File: config.mk
export PLATFORM = sky130hd
export DESIGN_NAME = codec_intf
export DESIGN_NICKNAME = d
export VERILOG_FILES = /design/src/rtl/codec_intf.sv
export SDC_FILE = /design/constraint.sdc
export NUM_CORES = 1
export LEC_CHECK = 0
export CAP_MARGIN = 20
export CELL_PAD_IN_SITES_DETAIL_PLACEMENT = 0
export CELL_PAD_IN_SITES_GLOBAL_PLACEMENT = 1
export CORE_ASPECT_RATIO = 0.7
export CORE_UTILIZATION = 41
export DETAILED_ROUTE_END_ITERATION = 8
export PLACE_DENSITY = 0.81
export SLEW_MARGIN = 25
export SYNTH_ARGS = -nofsm -noshare
export SYNTH_HDL_FRONTEND = slang
export SYNTH_SLANG_ARGS = --single-unit
File: constraint.sdc
create_clock -name clk -period 2.05 [get_ports clk]
set_clock_uncertainty 0.1 [all_clocks]
set_input_delay 0.41 -clock clk [delete_from_list [all_inputs] [get_ports clk]]
set_output_delay 0.41 -clock clk [all_outputs]
set_load 0.02 [all_outputs]
File: src/rtl/codec_intf.sv
// codec_intf: codec pin sequencer; derives MCLK/SCL/LRCLK/RSTn from one
// 10-bit timebase and converts the left-justified serial stream to/from
// parallel 16-bit left/right samples with a one-cycle vld strobe.
//
// Ports:
//   clk, RST_n          system clock, async active-low reset
//   RSTn                codec reset (low until first edge after RST_n release)
//   MCLK, SCL, LRCLK    codec clocks (clk/4, clk/32, clk/1024; LRCLK high=left)
//   SDout / SDin        serial ADC data in / serial DAC data out
//   lft_in, rht_in, vld last received sample pair and its publish strobe
//   lft_out, rht_out    sample pair to transmit, sampled at cnt==0x3FF
module codec_intf #(
  parameter int unsigned WARMUP_FRAMES = 2
) (
  input  logic        clk,
  input  logic        RST_n,
  output logic        RSTn,
  output logic        MCLK,
  output logic        SCL,
  output logic        LRCLK,
  input  logic        SDout,
  output logic        SDin,
  output logic [15:0] lft_in,
  output logic [15:0] rht_in,
  output logic        vld,
  input  logic [15:0] lft_out,
  input  logic [15:0] rht_out
);

  localparam logic [3:0] WARM = 4'(WARMUP_FRAMES);

  logic [9:0]  cnt;
  logic [15:0] rx_sh;
  logic [15:0] shadow;
  logic [15:0] rx_nxt;
  logic [31:0] tx_sh;
  logic [3:0]  frm;
  logic        warm;
  logic        rx_tick;
  logic        tx_tick;

  // Codec clocks come straight off counter flops: no decode glitches.
  assign MCLK  = cnt[1];
  assign SCL   = cnt[4];
  assign LRCLK = ~cnt[9];
  assign SDin  = tx_sh[31];

  assign rx_nxt  = {rx_sh[14:0], SDout};
  assign rx_tick = (cnt[4:0] == 5'd15);
  assign tx_tick = (cnt[4:0] == 5'd31);
  assign warm    = (frm == WARM);

  always_ff @(posedge clk or negedge RST_n) begin
    if (!RST_n) begin
      RSTn   <= 1'b0;
      cnt    <= '0;
      rx_sh  <= '0;
      shadow <= '0;
      tx_sh  <= '0;
      frm    <= '0;
      lft_in <= '0;
      rht_in <= '0;
      vld    <= 1'b0;
    end else begin
      RSTn <= 1'b1;
      vld  <= 1'b0;
      // Timebase stays parked at 0 until the codec is out of reset.
      if (RSTn)
        cnt <= cnt + 10'd1;
      if (rx_tick)
        rx_sh <= rx_nxt;
      // Left word completes mid-frame; hold it until right completes.
      if (cnt == 10'h1EF)
        shadow <= rx_nxt;
      if (cnt == 10'h3EF && warm) begin
        lft_in <= shadow;
        rht_in <= rx_nxt;
        vld    <= 1'b1;
      end
      if (cnt == 10'h3FF) begin
        tx_sh <= {lft_out, rht_out};
        if (!warm)
          frm <= frm + 4'd1;
      end else if (tx_tick) begin
        tx_sh <= {tx_sh[30:0], 1'b0};
      end
    end
  end

endmodule

==> metrics.txt <==
Crit Path Category register to output pin; largest family of logic cells by synthesized area multiplexers; syn_nets 346; Area contributors post-synth dfrtp_1 57%, mux2_2 19%, mux2_4 12%; final hold violation count 0; synth unique cells 31; # IOs 73; Post-Layout Inst Area 6210 um2; Area Growth Syn to Fin 26.8%; nets@finish 428; Port Buffer Count 72; synthesized instance count a little over 300; reg2reg setup slack approximately 0.1 ns; WL/cell 15.2 um; maximum vdd ir drop a little under 600 uV; Reg2Reg Launch Point cnt[0]; clk_lat worst skew roughly 0.34 ns; Setup TNS 0 ns; Area after DPL approximately 6000 um2; max incr delay on CP 0.64 ns; CTS Root Buffer Type clkbuf_16; pre-CTS setup slack roughly 0.033 ns; worst setup path startpoint cnt[9]; Synth top area share 56.7%; Crit path arrival time 1.47 ns; drt pass-1 iters 4; Die Wd approximately 130 um; Synthesis Warnings 0; Mapped Area 4900 um2; part of the cycle the worst path needs 96.6%; crit end category output pin; Pins Over Slew Limit 0; CP Cell Sequence inv_1 -> clkdlybuf4s50_1; Initial Util 43.2%; Worst Hold Class register to register; final WL around 8300 um; Total GRT Usage 14.3%; clock sink count 111; num rows 32; Register-to-Register Path Depth 6; drt via density 4.77; post-synthesis xor/xnor area fraction 1.97%; Detail Route Antenna Nets 0; MaxCap Viol Count 0; worst-path maximum fanout 3; Remaining DRCs 0; reg-to-reg endpoint tx_sh[3]; Reg clk slew, reported paths about 0.07 ns; Core Box Area 11300 um2; largest net degree at the start of global routing 51; Die H 93.5 um; total number of vias 2607; Post-CTS Setup Bufs 0; fmax 0.505 GHz; worst setup path end LRCLK; initial antenna violation count 0; global-route wire length before repair 13900 um; synthesized area per cell 16.0 um2; leak pwr 2.90 nW; Final min period 1.98 ns; Worst Slack Setup Final 0.0691 ns; Adder-Cell Fraction of Synth Area 1.28%; # H-tree levels 3; DR iter-0 viols 112; CTS Buf Count 9; CTS tree done; most frequent cells in the layout 109 x dfrtp_1, 81 x mux2_2, 71 x clkdlybuf4s50_1; post-synthesis sequential area ratio 56.7%; Worst Setup Start Kind register; post-synthesis register bit count 111; commonest non-fill, non-tap cell in the layout dfrtp_1; setup violators final 0; unrepaired setup endpoints after global routing no; Placer Congestion 0.756; vias in the first global route 2811; simple-gate share of the synthesized area about 4%; slowest CP cell clkdlybuf4s50_1; clock tree buffer depth 2; compound-cell area share of the yosys netlist 0.102%; critical path required time 1.54 ns; status complete, no violations; Power per Cell Area ~950 nW/um2; Die ar. around 12000 um2; multiplexer share of the synthesized area 32.4%; n_diodes 0; post-synth top area cell dfrtp_1; share of layout cells above drive strength 1 41.2%; Post-DP HPWL 5600 um; global route overflow 0
-- flip-flops by register name, summed over array words and instances, names as in the netlist --
signal / flops
frm: 4
cnt: 10
vld: 1
rx_sh: 15
RSTn: 1
tx_sh: 32
rht_in: 16
lft_in: 16
shadow: 16
-- cells in the mapped netlist, drive strengths merged --
master,n
nand4,4
and3,4
nand2,3
nor3b,1
nor4b,1
xnor2,7
clkbuf,3
ha,5
and4,2
and4b,1
dfrtp,111
nor2b,1
nor4,1
nand4b,1
buf,14
nor2,2
a21oi,1
mux2i,1
mux2,127
xor2,4
conb,1
nor3,1
nand3,5
inv,5
-- per-stage QoR --
stage,total power [mW],std cells,util [%],hold WS (ns)
2_1_floorplan,3.76,306,-,0.0144
3_3_place_gp,4.12,528,51.7,0.282
3_5_place_dp,4.20,528,51.7,0.282
4_1_cts,5.92,545,54.4,0.413
5_1_grt,6.26,546,54.8,0.420
6_report,5.89,546,54.8,0.410
-- timing repair --
action                     4_1_cts  5_1_grt
gates resized for setup          0        6
setup endpoints to repair        0       34
hold buffers                     1        0
hold endpoints to repair        30        0
-- worst min-delay path by stage --
stage | start | to | cells after the start
floorplan | RST_n | RSTn | 0
global placement | RST_n | rht_in[0] | 1
detailed placement | RST_n | rht_in[0] | 1
CTS | frm[2] | frm[2] | 1
global route | frm[2] | frm[2] | 1
finish | frm[2] | frm[2] | 1
-- power breakdown --
group	internal, mW	leakage, nW	switching [mW]
Combinational	0.869	1.29	0.463
Clock	0.865	0.149	0.836
Sequential	2.61	1.46	0.251
Total	4.34	2.90	1.55
-- routing by layer --
layer	vias to the layer above	track usage [%]	share of wire [%]
met3	8	3.47	2.5
li1	1253	-	-
met1	1309	19.4	49
met4	0	4.89	1.1
met5	-	0	0
met2	37	22.5	47
-- critical path, delay by kind of cell (launching register included) --
| kind | cells | cell delay [ns] |
|---|---|---|
| flip-flops | 1 | 0.38 |
| buffers and inverters | 2 | 0.75 |
-- final cells by class --
| cell class | instances | area, um2 |
|---|---|---|
| fill | 922 | 5120 |
| multi-input combinational | 173 | 1990 |
| inverter | 5 | 18.8 |
| tap | 153 | 191 |
| timing repair buffer | 88 | 933 |
| clock inverter | 7 | 72.6 |
| clock buffer | 9 | 225 |
| sequential | 111 | 2780 |
-- cell families (layout without fill, tap and decap cells) --
group	after synthesis	after routing
AO/OA/AOI/OAI	1	1
buffers and inverters	22	109
flip-flops	111	111
AND/OR/NAND/NOR	27	27
multiplexers	128	128
other	1	1
XOR/XNOR	11	11
adder cells (fa/ha/maj)	5	5
Note: power is estimated with default switching activity, not from simulation.
